--- src/rtl/smpl_pkg.sv ---
// Shared types for the triggered sample source: sample width, trigger modes
// and the frame state machine encoding.
package smpl_pkg;

  localparam int SMPL_W = 10;

  typedef enum logic [1:0] {
    TrigAuto   = 2'd0,
    TrigNormal = 2'd1,
    TrigFree   = 2'd2
  } trig_mode_t;

  typedef enum logic [1:0] {
    Idle   = 2'd0,
    Arm    = 2'd1,
    Wait   = 2'd2,
    Stream = 2'd3
  } state_t;

  // Code 3 has no mode of its own and behaves as free-run.
  function automatic logic is_free_run(input logic [1:0] mode);
    return (mode != TrigAuto) && (mode != TrigNormal);
  endfunction

endpackage

--- src/rtl/smpl_trig_source_if.sv ---
// Consumer-facing handshake of the sample source: frame request in,
// samples with valid strobe and trigger status out.
interface smpl_trig_source_if;
  import smpl_pkg::*;

  logic              smpl_req;
  logic [SMPL_W-1:0] smpl;
  logic              smpl_valid;
  logic              triggered;

  modport master (
    input  smpl_req,
    output smpl,
    output smpl_valid,
    output triggered
  );

  modport slave (
    output smpl_req,
    input  smpl,
    input  smpl_valid,
    input  triggered
  );

endinterface

--- src/rtl/trig_detect.sv ---
// Combinational level-crossing compare between two consecutive decimated
// samples; all compares are unsigned.
module trig_detect
  import smpl_pkg::*;
(
  input  logic [SMPL_W-1:0] prev,
  input  logic [SMPL_W-1:0] cur,
  input  logic [SMPL_W-1:0] level,
  input  logic              fall,
  output logic              hit
);

  always_comb begin
    hit = 1'b0;
    if (fall)
      hit = (prev > level) && (cur <= level);
    else
      hit = (prev < level) && (cur >= level);
  end

endmodule

--- src/rtl/smpl_trig_source.sv ---
// Decimating, level-triggered sample source: arms on request, discards a
// holdoff of samples, waits for a trigger, then streams decimated samples.
module smpl_trig_source
  import smpl_pkg::*;
#(
  parameter int          HOLDOFF = 4,
  parameter logic [15:0] TIMEOUT = 16'hFFFF
) (
  input  logic              clkSmpl,
  input  logic              n_reset,
  input  logic [SMPL_W-1:0] adc,
  input  logic [SMPL_W-1:0] trig_level,
  input  logic              trig_edge,
  input  logic [1:0]        trig_mode,
  input  logic [7:0]        decim,
  smpl_trig_source_if.master bus
);

  localparam logic [7:0] HOLD_INIT = 8'(HOLDOFF);

  state_t            state, state_next;
  logic [SMPL_W-1:0] a0, cur, prev, cur_next, prev_next, level_l;
  logic [7:0]        dec_cnt, decim_l, hold_cnt;
  logic [15:0]       to_cnt;
  logic [1:0]        mode_l;
  logic              edge_l;
  logic              strobe, hit_raw, hit;
  logic              start_arm, go_wait, go_stream, stream_trig;

  // Trigger evaluation sees the pair as it will be after this strobe's shift.
  always_comb begin
    strobe    = (dec_cnt == 8'd0);
    cur_next  = strobe ? a0  : cur;
    prev_next = strobe ? cur : prev;
    hit       = strobe && hit_raw;
  end

  trig_detect u_detect (
    .prev  (prev_next),
    .cur   (cur_next),
    .level (level_l),
    .fall  (edge_l),
    .hit   (hit_raw)
  );

  always_ff @(posedge clkSmpl or negedge n_reset) begin
    if (!n_reset)
      state <= Idle;
    else
      state <= state_next;
  end

  // Dropping the request wins over every other transition.
  always_comb begin
    state_next  = state;
    start_arm   = 1'b0;
    go_wait     = 1'b0;
    go_stream   = 1'b0;
    stream_trig = 1'b0;
    if (!bus.smpl_req) begin
      state_next = Idle;
    end else begin
      case (state)
        Idle: begin
          state_next = Arm;
          start_arm  = 1'b1;
        end
        Arm: begin
          if (strobe && (hold_cnt <= 8'd1)) begin
            state_next = Wait;
            go_wait    = 1'b1;
          end
        end
        Wait: begin
          if (is_free_run(mode_l)) begin
            go_stream = strobe;
          end else if (hit) begin
            go_stream   = 1'b1;
            stream_trig = 1'b1;
          end else if ((mode_l == TrigAuto) && strobe && (to_cnt == TIMEOUT)) begin
            go_stream = 1'b1;
          end
          if (go_stream)
            state_next = Stream;
        end
        Stream: state_next = Stream;
        default: state_next = Idle;
      endcase
    end
  end

  always_ff @(posedge clkSmpl or negedge n_reset) begin
    if (!n_reset) begin
      a0       <= '0;
      cur      <= '0;
      prev     <= '0;
      dec_cnt  <= '0;
      decim_l  <= '0;
      level_l  <= '0;
      edge_l   <= 1'b0;
      mode_l   <= 2'd0;
      hold_cnt <= '0;
      to_cnt   <= '0;
    end else begin
      a0   <= adc;
      cur  <= cur_next;
      prev <= prev_next;
      if (start_arm || (dec_cnt >= decim_l))
        dec_cnt <= 8'd0;
      else
        dec_cnt <= dec_cnt + 8'd1;
      if (start_arm) begin
        decim_l  <= decim;
        level_l  <= trig_level;
        edge_l   <= trig_edge;
        mode_l   <= trig_mode;
        hold_cnt <= HOLD_INIT;
      end else if ((state == Arm) && strobe && (hold_cnt != 8'd0)) begin
        hold_cnt <= hold_cnt - 8'd1;
      end
      // Timeout saturates so auto mode fires on the first strobe after it.
      if (go_wait)
        to_cnt <= 16'd0;
      else if ((state == Wait) && (to_cnt != TIMEOUT))
        to_cnt <= to_cnt + 16'd1;
    end
  end

  always_ff @(posedge clkSmpl or negedge n_reset) begin
    if (!n_reset) begin
      bus.smpl       <= '0;
      bus.smpl_valid <= 1'b0;
      bus.triggered  <= 1'b0;
    end else begin
      bus.smpl       <= cur_next;
      bus.smpl_valid <= strobe && (state_next == Stream);
      if (start_arm)
        bus.triggered <= 1'b0;
      else if (go_stream)
        bus.triggered <= stream_trig;
    end
  end

endmodule

--- src/flat_wrapper.sv ---
// flat-port wrapper written by rule: the top's interface ports become plain ports
module smpl_trig_source_flat import smpl_pkg::*;
#(
  parameter int          HOLDOFF = 4,
  parameter logic [15:0] TIMEOUT = 16'hFFFF
)
  (clkSmpl, n_reset, adc, trig_level, trig_edge, trig_mode, decim, bus_smpl_req, bus_smpl, bus_smpl_valid, bus_triggered);
  smpl_trig_source_if bus_i ();
  input  logic clkSmpl;
  input  logic n_reset;
  input  logic [SMPL_W-1:0] adc;
  input  logic [SMPL_W-1:0] trig_level;
  input  logic trig_edge;
  input  logic [1:0] trig_mode;
  input  logic [7:0] decim;
  input wire logic [$bits(bus_i.smpl_req)-1:0] bus_smpl_req;
  output wire logic [$bits(bus_i.smpl)-1:0] bus_smpl;
  output wire logic [$bits(bus_i.smpl_valid)-1:0] bus_smpl_valid;
  output wire logic [$bits(bus_i.triggered)-1:0] bus_triggered;
  assign bus_i.smpl_req = bus_smpl_req;
  assign bus_smpl = bus_i.smpl;
  assign bus_smpl_valid = bus_i.smpl_valid;
  assign bus_triggered = bus_i.triggered;
  smpl_trig_source #(.HOLDOFF(HOLDOFF), .TIMEOUT(TIMEOUT)) u_core (.clkSmpl(clkSmpl), .n_reset(n_reset), .adc(adc), .trig_level(trig_level), .trig_edge(trig_edge), .trig_mode(trig_mode), .decim(decim), .bus(bus_i));
endmodule
--- config.mk ---
export PLATFORM = sky130hd
export DESIGN_NAME = smpl_trig_source_flat
export DESIGN_NICKNAME = d
export VERILOG_FILES = /design/src/rtl/smpl_pkg.sv /design/src/rtl/smpl_trig_source_if.sv /design/src/rtl/trig_detect.sv /design/src/rtl/smpl_trig_source.sv /design/src/flat_wrapper.sv
export SDC_FILE = /design/constraint.sdc
export NUM_CORES = 1
export LEC_CHECK = 0
export BUFFER_PORTS_ARGS = -buffer_cell sky130_fd_sc_hd__buf_2
export CORE_MARGIN = 2
export CORE_UTILIZATION = 63
export CTS_CLUSTER_SIZE = 28
export DETAILED_ROUTE_END_ITERATION = 7
export GPL_TIMING_DRIVEN = 0
export PLACE_DENSITY = 0.84
export SETUP_SLACK_MARGIN = 0.4
export SLEW_MARGIN = 30
export SYNTH_ARGS = -nofsm -noshare
export SYNTH_HDL_FRONTEND = slang
export SYNTH_HIERARCHICAL = 1
export SYNTH_SLANG_ARGS = --single-unit
--- constraint.sdc ---
create_clock -name clkSmpl -period 5.3 [get_ports clkSmpl]
set_input_delay 1.06 -clock clkSmpl [delete_from_list [all_inputs] [get_ports clkSmpl]]
set_output_delay 1.06 -clock clkSmpl [all_outputs]
set_load 0.005 [all_outputs]
==> flow_summary.toml, run 1 <==
[synth]
synthCells = 431
synth_cell_types = 52
ys_warn_count = 6
async_flop_share_pct = 100
avgSynthCellArea_um2 = 10.3
synth_area_um2 = 4450
yosysSeqAreaShare_pct = 48.9
synth-main-ff-cell = "dfrtp_1"
syn-num-nets = 498
synth-edff-count = 0
yosys_register_bits = 87

[clock_network]
cts.sinks = 87
path_clk_slew_ns = 0.09
cts_buffer_depth = 2
htree_num_levels = 3
cts_root_buffer = "clkbuf_8"
cts_hold_buf = 0
cts_buffers = 9
clk-insertion-delay-late_ns = 0.35
cts_tree = "yes"
cts_resized = 0
postCtsSetupRepairBufs = 0

[timing]
timing.hold.ws_ns = 0.485
worstMarginPinSlew_ns = 0.717
maxSlewHeadroom_pct = 51.9
fmax_mhz = 253
skew_ns = 0.0114
finalHoldViolations = 0
final-max-slew-violation-count = 0
min_period_ns = 3.95
setup_viol = 0
finalCritPeriodShare_pct = 74.5
fin_tns_setup_ns = 0
rsz0062_at_grt = "false"

[die]
core-area_um2 = 6830
fp.dieH_um = 88.1
die-area_um2 = 7760
placementRows = 30
die_x_um = 88.1
ios = 46
initial_core_util_pct = 65.2

[critical_path]
reg2reg_depth = 15
r2r_setup_slack_ns = 1.35
cp.required_ns = 5.55
r2r-start = "u_core/dec_cnt[0]"
start_kind = "flop"
reg2reg_to = "u_core/bus.smpl_valid"
crit_path_end_kind = "flop"
critPathMaxFanout = 10
crit_type = "flop to flop"
arrival_ns = 4.20

[power_and_ir_drop]
p_leak_nw = 2.39
powerDensity_nw_per_um2 = 554
power_mw = 2.80
peakVddDrop_mv = 0.313

[placed_design]
gp_congestion = 0.840
io_buffers = 45
dpl.hpwl_um = 6630
dp_cells = 573

[global_routing]
grt_use_total_pct = 26.1
antenna_found_initial = 0
grt_pass1_vias = 3378
overflow = 0
grt_max_degree = 72
grt_pass1_wl_um = 15800

[min_path]
min_path_cells = 2
hold_end = "u_core/level_l[4]"
hold_path.class = "flop to flop"
hp-start = "u_core/level_l[4]"

[route]
vias = 3468
route.antenna.remaining_nets = 0
drcViolationCount = 0
drt_iter0_drc = 274
post_drt_wl_per_cell_um = 16.1
drt-total-wl_um = 9460
dr.pass1.iters = 4
via_per_inst = 5.89

[final_layout]
register_area_um2 = 2180
drive_above_1_share_pct = 19.9
area_growth_pct = 13.3
multi_input_area_um2 = 2140
fin_nets = 555
stdcell_count = 589
fillers = 477
antenna_cells = 0

[flow_run]
drv_cap = 0

[status]
status = "completed"
## per-stage QoR
step	instance area, um^2	utilization [%]	setup WS, ns
3_5_place_dp	4830	70.7	1.43
6_report	5050	73.9	1.35
5_1_grt	5050	73.9	1.10
3_3_place_gp	4800	70.2	1.49
2_1_floorplan	4450	-	2.14
4_1_cts	5050	73.9	1.42
## flip-flops by register name (all words and copies together) (netlist names)
name,count
u_core/to_cnt,16
u_core/a0,10
u_core/bus.smpl,10
u_core/level_l,10
u_core/prev,10
u_core/dec_cnt,8
u_core/decim_l,8
u_core/hold_cnt,8
u_core/mode_l,2
u_core/state,2
u_core/bus.smpl_valid,1
u_core/bus.triggered,1
u_core/edge_l,1
## cells by family after synthesis
| group | share of synthesized area (%) |
|---|---|
| and+or+nand+nor | 20.2 |
| buffers and inverters | 3.03 |
| DFF | 48.9 |
| adders and majority gates | 9.27 |
| muxes | 6.86 |
| AOI/OAI and AO/OA | 10.3 |
| xor gates and xnor gates | 1.38 |
## power breakdown
group,total (mW),internal (mW),switching (mW)
registers,1.07,0.887,0.182
logic,1.23,0.547,0.687
clock network,0.494,0.239,0.254
total,2.80,1.67,1.12
## layout make-up
class,count,share of cell area [%]
flip-flops and latches,87,43.1
inverters,28,2.08
clock inverters,6,1.51
multi-input cells,308,42.4
clock buffers,10,2.73
well taps,96,2.38
repair buffers,46,5.13
plain buffers,8,0.595
## how the worst max path moves through the flow
stage                                  from                     to  slack [ns]  cells past startpoint
final                     u_core/dec_cnt[0]  u_core/bus.smpl_valid        1.35                     15
after global placement    u_core/dec_cnt[0]  u_core/bus.smpl_valid        1.49                     15
after CTS                 u_core/dec_cnt[0]  u_core/bus.smpl_valid        1.42                     15
after detailed placement  u_core/dec_cnt[0]  u_core/bus.smpl_valid        1.43                     15
after global routing      u_core/dec_cnt[0]  u_core/bus.smpl_valid        1.10                     15
after floorplan           u_core/dec_cnt[0]  u_core/bus.smpl_valid        2.14                     15
## layer usage
layer | track usage, % | up-vias | part of all wire (%)
li1 | - | 1651 | -
met1 | 37.1 | 1704 | 45
met5 | 0 | - | 0
met4 | 7.85 | 0 | 1.6
met3 | 3.68 | 20 | 4.5
met2 | 42.1 | 93 | 48
## critical path: stages, from the launching register on
cell and delay, ns:
dfrtp_1 0.44, inv_1 0.09, ha_1 0.20, nor3b_4 0.18, nand2_1 0.24, buf_1 0.57
mux2_2 0.42, ha_1 0.34, a21oi_1 0.21, a21boi_1 0.13, o31ai_2 0.22, nand3b_1 0.11
o2bb2ai_1 0.18, nor2_1 0.16, o21ai_0 0.15, o21a_1 0.19
## placed cells by master, fill, tap and decap left out, types with 7 or more instances in the layout
cell,Yosys,layout
clkbuf_8,0,10
ha_1,33,33
o21ai_0,21,21
nor3_1,11,11
or4_1,8,8
o31ai_1,7,7
mux2i_1,8,8
buf_2,0,44
a21oi_1,19,19
nand2_1,65,65
nand3_1,17,17
mux2_2,20,20
dfrtp_1,87,87
nand4_1,9,9
inv_1,28,28
nor2_1,12,12
## cell usage after synthesis, types with 2 or more instances
master | number | area, um^2
nor3b_1 | 2 | 15.0
or3_1 | 6 | 37.5
nor2b_1 | 4 | 25.0
nor4_1 | 4 | 25.0
a21oi_1 | 19 | 95.1
xor2_1 | 5 | 43.8
inv_1 | 28 | 105
or4_1 | 8 | 60.1
clkbuf_1 | 6 | 22.5
nor2_1 | 12 | 45.0
o21ai_0 | 21 | 105
or2_2 | 4 | 25.0
o21ai_1 | 3 | 15.0
o21a_1 | 2 | 15.0
or3b_2 | 2 | 17.5
o2111ai_1 | 3 | 26.3
and3_1 | 6 | 37.5
a211oi_1 | 3 | 22.5
buf_1 | 2 | 7.51
xnor2_1 | 2 | 17.5
mux2i_1 | 8 | 80.1
ha_1 | 33 | 413
nand3_1 | 17 | 85.1
and4_1 | 6 | 52.6
nor3_1 | 11 | 55.1
nand2_1 | 65 | 244
o31ai_1 | 7 | 52.6
nand4_1 | 9 | 56.3
dfrtp_1 | 87 | 2180
nand2b_1 | 3 | 18.8
o211ai_1 | 3 | 22.5
mux2_2 | 20 | 225
No activity file was read; power rests on OpenSTA's default activity.
==> inputs of run 2 (changes only) <==
CORE_UTILIZATION = 59   (was 63)
PLACE_DENSITY = 0.8   (was 0.84)
clock period = 3.7 ns   (was 5.3 ns; I/O delays follow)
==> flow_summary.toml, run 2 (synthesized netlist as in run 1, its figures left out) <==
[status]
status = "completed"

[clock_network]
path_clk_slew_ns = 0.09
cts_tree = "yes"
cts_buffers = 9
clk-insertion-delay-late_ns = 0.36
cts.sinks = 87
cts_hold_buf = 0
cts_root_buffer = "clkbuf_8"
htree_num_levels = 3
cts_buffer_depth = 2

[final_layout]
register_area_um2 = 2180
antenna_cells = 0
largest_register_ffs = 16
final_cell_mix = "dfrtp_1, nand2_1, buf_2"
layout_commonest_cell = "dfrtp_1"
design_area_um2 = 5220
final_core_util_pct = 71.6
fin_nets = 564
regMostFlops = "u_core/to_cnt"
drive_above_1_share_pct = 23.4
area_growth_pct = 17.3
multi_input_area_um2 = 2200
fillers = 563

[global_routing]
overflow = 0
grt_max_degree = 63
antenna_found_initial = 0
grt_pass1_vias = 3474
grt_pass1_wl_um = 16200
grt_use_total_pct = 24.8

[critical_path]
start_kind = "flop"
cp.required_ns = 3.94
critPathMaxFanout = 10
arrival_ns = 3.42
crit_type = "flop to flop"
r2r_setup_slack_ns = 0.52
r2r-start = "u_core/dec_cnt[0]"
reg2reg_to = "u_core/bus.smpl_valid"
crit_path_end_kind = "flop"
reg2reg_depth = 15

[route]
route.antenna.remaining_nets = 0
drt_iter0_drc = 161
post_drt_wl_per_cell_um = 16.2
dr.pass1.iters = 4
drcViolationCount = 0
vias = 3456
drt-total-wl_um = 9740
via_per_inst = 5.76

[power_and_ir_drop]
p_int_mw = 2.61
power_switching_mw = 1.67
p_seq_share_pct = 35.5
power_mw = 4.28
swShare_pct = 38.9
peakVddDrop_mv = 0.483
power_frac_comb_pct = 47.5
powerDensity_nw_per_um2 = 820
clockPowerShare_pct = 17.0
p_leak_nw = 2.45

[die]
ios = 46
core-area_um2 = 7290
placementRows = 31
initial_core_util_pct = 61.1
die_x_um = 90.9
fp.dieH_um = 90.9
die-area_um2 = 8260

[placed_design]
placed_cell_area_um2 = 4840
dpl.hpwl_um = 6740
place_ws_ns = -0.185
io_buffers = 45
gp_congestion = 0.824

[timing]
finalCritPeriodShare_pct = 86.0
skew_ns = 0.00840
setup_viol = 0
fmax_mhz = 314
layout_setup_ws_ns = 0.519
maxSlewHeadroom_pct = 52.4
worstMarginPinSlew_ns = 0.708
final-max-slew-violation-count = 0
min_period_ns = 3.18
timing.hold.ws_ns = 0.230
finalHoldViolations = 0
rsz0062_at_grt = "false"

[flow_run]
drv_cap = 0

[min_path]
hold_path.class = "primary input to async pin"
run 2: changes by cell type in the layout (fill, tap and decap cells not counted), sizes merged:
cell and change:
buf +10, bufinv +1, clkbuf -2, clkinv -2, clkinvlp +2, inv -1
run 2: power groups by stage:
stage	registers (mW)	logic [mW]	clock network [mW]
after floorplan	1.48	1.27	0
after global placement	1.52	1.61	0
after detailed placement	1.55	1.70	0
after CTS	1.52	1.80	0.745
after global routing	1.57	2.26	0.786
final	1.52	2.03	0.727
run 2: timing repair:
action	4_1_cts	5_1_grt
setup endpoints to repair	3	3
setup buffers	4	5
gates cloned	0	0
resized for setup	7	14
pin swaps	1	5
run 2: final cells by class:
cell class                      count  area share [%]
Multi-Input combinational cell    308            42.1
Sequential cell                    87            41.7
Timing Repair Buffer               55            6.49
Clock buffer                        9            2.37
Tap cell                           99            2.37
Inverter                           28            2.01
Clock inverter                      6            1.77
Buffer                              8            1.20
run 2: critical path: stages (launching register included):
cell and delay, ns:
dfrtp_1 0.39, inv_1 0.09, ha_1 0.16, nor3b_4 0.25
nand2_4 0.13, buf_12 0.18, mux2_2 0.31, ha_4 0.25
a21oi_1 0.14, a21boi_1 0.12, o31ai_2 0.30, nand3b_1 0.15
o2bb2ai_2 0.16, nor2_2 0.16, o21ai_2 0.09, o21a_1 0.20
run 2: how the worst max path moves through the flow:
stage	start	to	slack, ns	cells past startpoint
final	u_core/dec_cnt[0]	u_core/bus.smpl_valid	0.52	15
after global routing	u_core/dec_cnt[0]	u_core/bus.smpl_valid	0.37	15
after CTS	u_core/dec_cnt[0]	u_core/bus.smpl_valid	0.46	15
after detailed placement	u_core/dec_cnt[0]	u_core/bus.smpl_valid	-0.19	15
after global placement	u_core/dec_cnt[0]	u_core/bus.smpl_valid	-0.05	15
after floorplan	u_core/dec_cnt[0]	u_core/bus.smpl_valid	0.54	15
run 2: per-stage QoR:
step                TNS [ns]  std cells
floorplan                  0        431
global placement     -0.0525        575
detailed placement    -0.337        576
CTS                        0        595
global route               0        600
finish                     0        600
run 2: layer usage:
layer	routed length (um)	global-route usage, %	up-vias
met5	0	0	-
met4	126	9.85	0
met3	404	4.76	8
met2	4880	41.1	76
met1	4330	32.2	1693
li1	-	-	1679
==> inputs of run 3 (changes only) <==
CTS_CLUSTER_DIAMETER = 30   (was default)
REMOVE_ABC_BUFFERS = 1   (was default)
==> flow_summary.toml, run 3 (synthesized netlist as in run 1, its figures left out) <==
[clock_network]
path_clk_slew_ns = 0.09
cts_tree = "yes"
htree_num_levels = 3
cts.sinks = 87
cts_root_buffer = "clkbuf_8"
cts_buffer_depth = 2
cts_buffers = 9
clk-insertion-delay-late_ns = 0.35

[global_routing]
antenna_found_initial = 0
grt_pass1_wl_um = 15700
grt_pass1_vias = 3417
grt_max_degree = 57
grt_use_total_pct = 23.1
overflow = 0

[die]
placementRows = 31
die-area_um2 = 8260
core-area_um2 = 7290
die_x_um = 90.9
fp.dieH_um = 90.9
ios = 46
initial_core_util_pct = 61.1

[critical_path]
critPathMaxFanout = 12
arrival_ns = 3.52
start_kind = "flop"
cp.required_ns = 3.95
crit_path_end_kind = "flop"
crit_type = "flop to flop"

[route]
vias = 3418
route.antenna.remaining_nets = 0
via_per_inst = 5.76
drt_iter0_drc = 226
post_drt_wl_per_cell_um = 15.5
dr.pass1.iters = 5
drt-total-wl_um = 9220
drcViolationCount = 0

[final_layout]
fillers = 540
multi_input_area_um2 = 2200
register_area_um2 = 2180
layout_commonest_cell = "dfrtp_1"
design_area_um2 = 5140
stdcell_count = 593
largest_register_ffs = 16
final_cell_mix = "dfrtp_1, nand2_1, buf_2"
drive_above_1_share_pct = 23.7
fin_nets = 557
regMostFlops = "u_core/to_cnt"
antenna_cells = 0
area_growth_pct = 15.4

[timing]
finalHoldViolations = 0
layout_setup_ws_ns = 0.433
worstMarginPinSlew_ns = 0.688
skew_ns = 0.0108
fmax_mhz = 306
fin_tns_setup_ns = 0
finalCritPeriodShare_pct = 88.3
rsz0062_at_grt = "false"
final-max-slew-violation-count = 0
setup_viol = 0
min_period_ns = 3.27
maxSlewHeadroom_pct = 53.8

[placed_design]
gp_congestion = 0.825
placed_cell_area_um2 = 4830
dpl.hpwl_um = 6370
place_ws_ns = -0.244
io_buffers = 45
dp_cells = 571

[power_and_ir_drop]
power_frac_comb_pct = 46.2
clockPowerShare_pct = 16.7
swShare_pct = 39.7
p_int_mw = 2.48
p_seq_share_pct = 37.1
power_switching_mw = 1.63
peakVddDrop_mv = 0.429
power_mw = 4.11
powerDensity_nw_per_um2 = 799
p_leak_nw = 2.42

[flow_run]
drv_cap = 0

[min_path]
hold_path.class = "primary input to async pin"

[status]
status = "completed"
[run 3: layout make-up]
type / count / share of cell area [%]
timing repair buffer: 55 / 6.35
clock buffer: 11 / 2.95
tap: 99 / 2.41
multi-input combinational: 309 / 42.8
inverter: 28 / 2.05
sequential: 87 / 42.4
clock inverter: 4 / 1.05
[run 3: metal layers]
layer  vias to the layer above  global-route usage, %  part of all wire [%]
met3                        12                   3.26                   3.7
met2                        84                   37.7                    49
met5                         -                      0                     0
met1                      1659                   32.0                    45
met4                         0                   7.70                   1.6
li1                       1663                      -                     -
[run 3: what timing repair did]
action                                  CTS  global route
resized for setup                         3            10
endpoints found under the setup margin    3             3
cloned                                    0             1
pin swaps                                 1             3
hold buffers                              0             0
buffers inserted                          3             3
hold endpoints to repair                  0             0
[run 3: worst max-delay path, cell delays in order, from the launching register on]
cell       delay [ns]
dfrtp_2          0.43
inv_1            0.09
ha_1             0.15
nor3b_4          0.22
buf_4            0.17
nand2_8          0.09
mux2_2           0.30
ha_1             0.34
and4_1           0.25
o21ai_1          0.12
a31oi_2          0.23
o211ai_1         0.16
o2bb2ai_2        0.20
nor2_2           0.08
o21a_1           0.11
o21ai_0          0.22
[run 3: final timing paths]
check	start	end	slack [ns]	cells after the start
worst min register to register	u_core/level_l[9]	u_core/level_l[9]	0.48	2
min in group clkSmpl	u_core/level_l[9]	u_core/level_l[9]	0.48	2
worst min-delay path	n_reset	u_core/level_l[6]	0.25	1
worst max-delay path	u_core/dec_cnt[0]	u_core/state[0]	0.43	15
worst max register to register	u_core/dec_cnt[0]	u_core/state[0]	0.43	15
max in group asynchronous	n_reset	u_core/dec_cnt[0]	2.86	2
[run 3: stage by stage]
step,util (%),hold slack (ns)
2_1_floorplan,-,0.444
3_3_place_gp,65.4,0.461
3_5_place_dp,66.3,0.463
4_1_cts,69.6,0.259
5_1_grt,70.5,0.265
6_report,70.5,0.255
[run 3: power groups by stage]
stage | combinational [mW] | sequential (mW) | clock [mW]
after detailed placement | 1.71 | 1.54 | 0
after floorplan | 1.26 | 1.48 | 0
after CTS | 1.76 | 1.52 | 0.693
final | 1.90 | 1.52 | 0.685
after global routing | 2.11 | 1.57 | 0.743
after global placement | 1.60 | 1.51 | 0
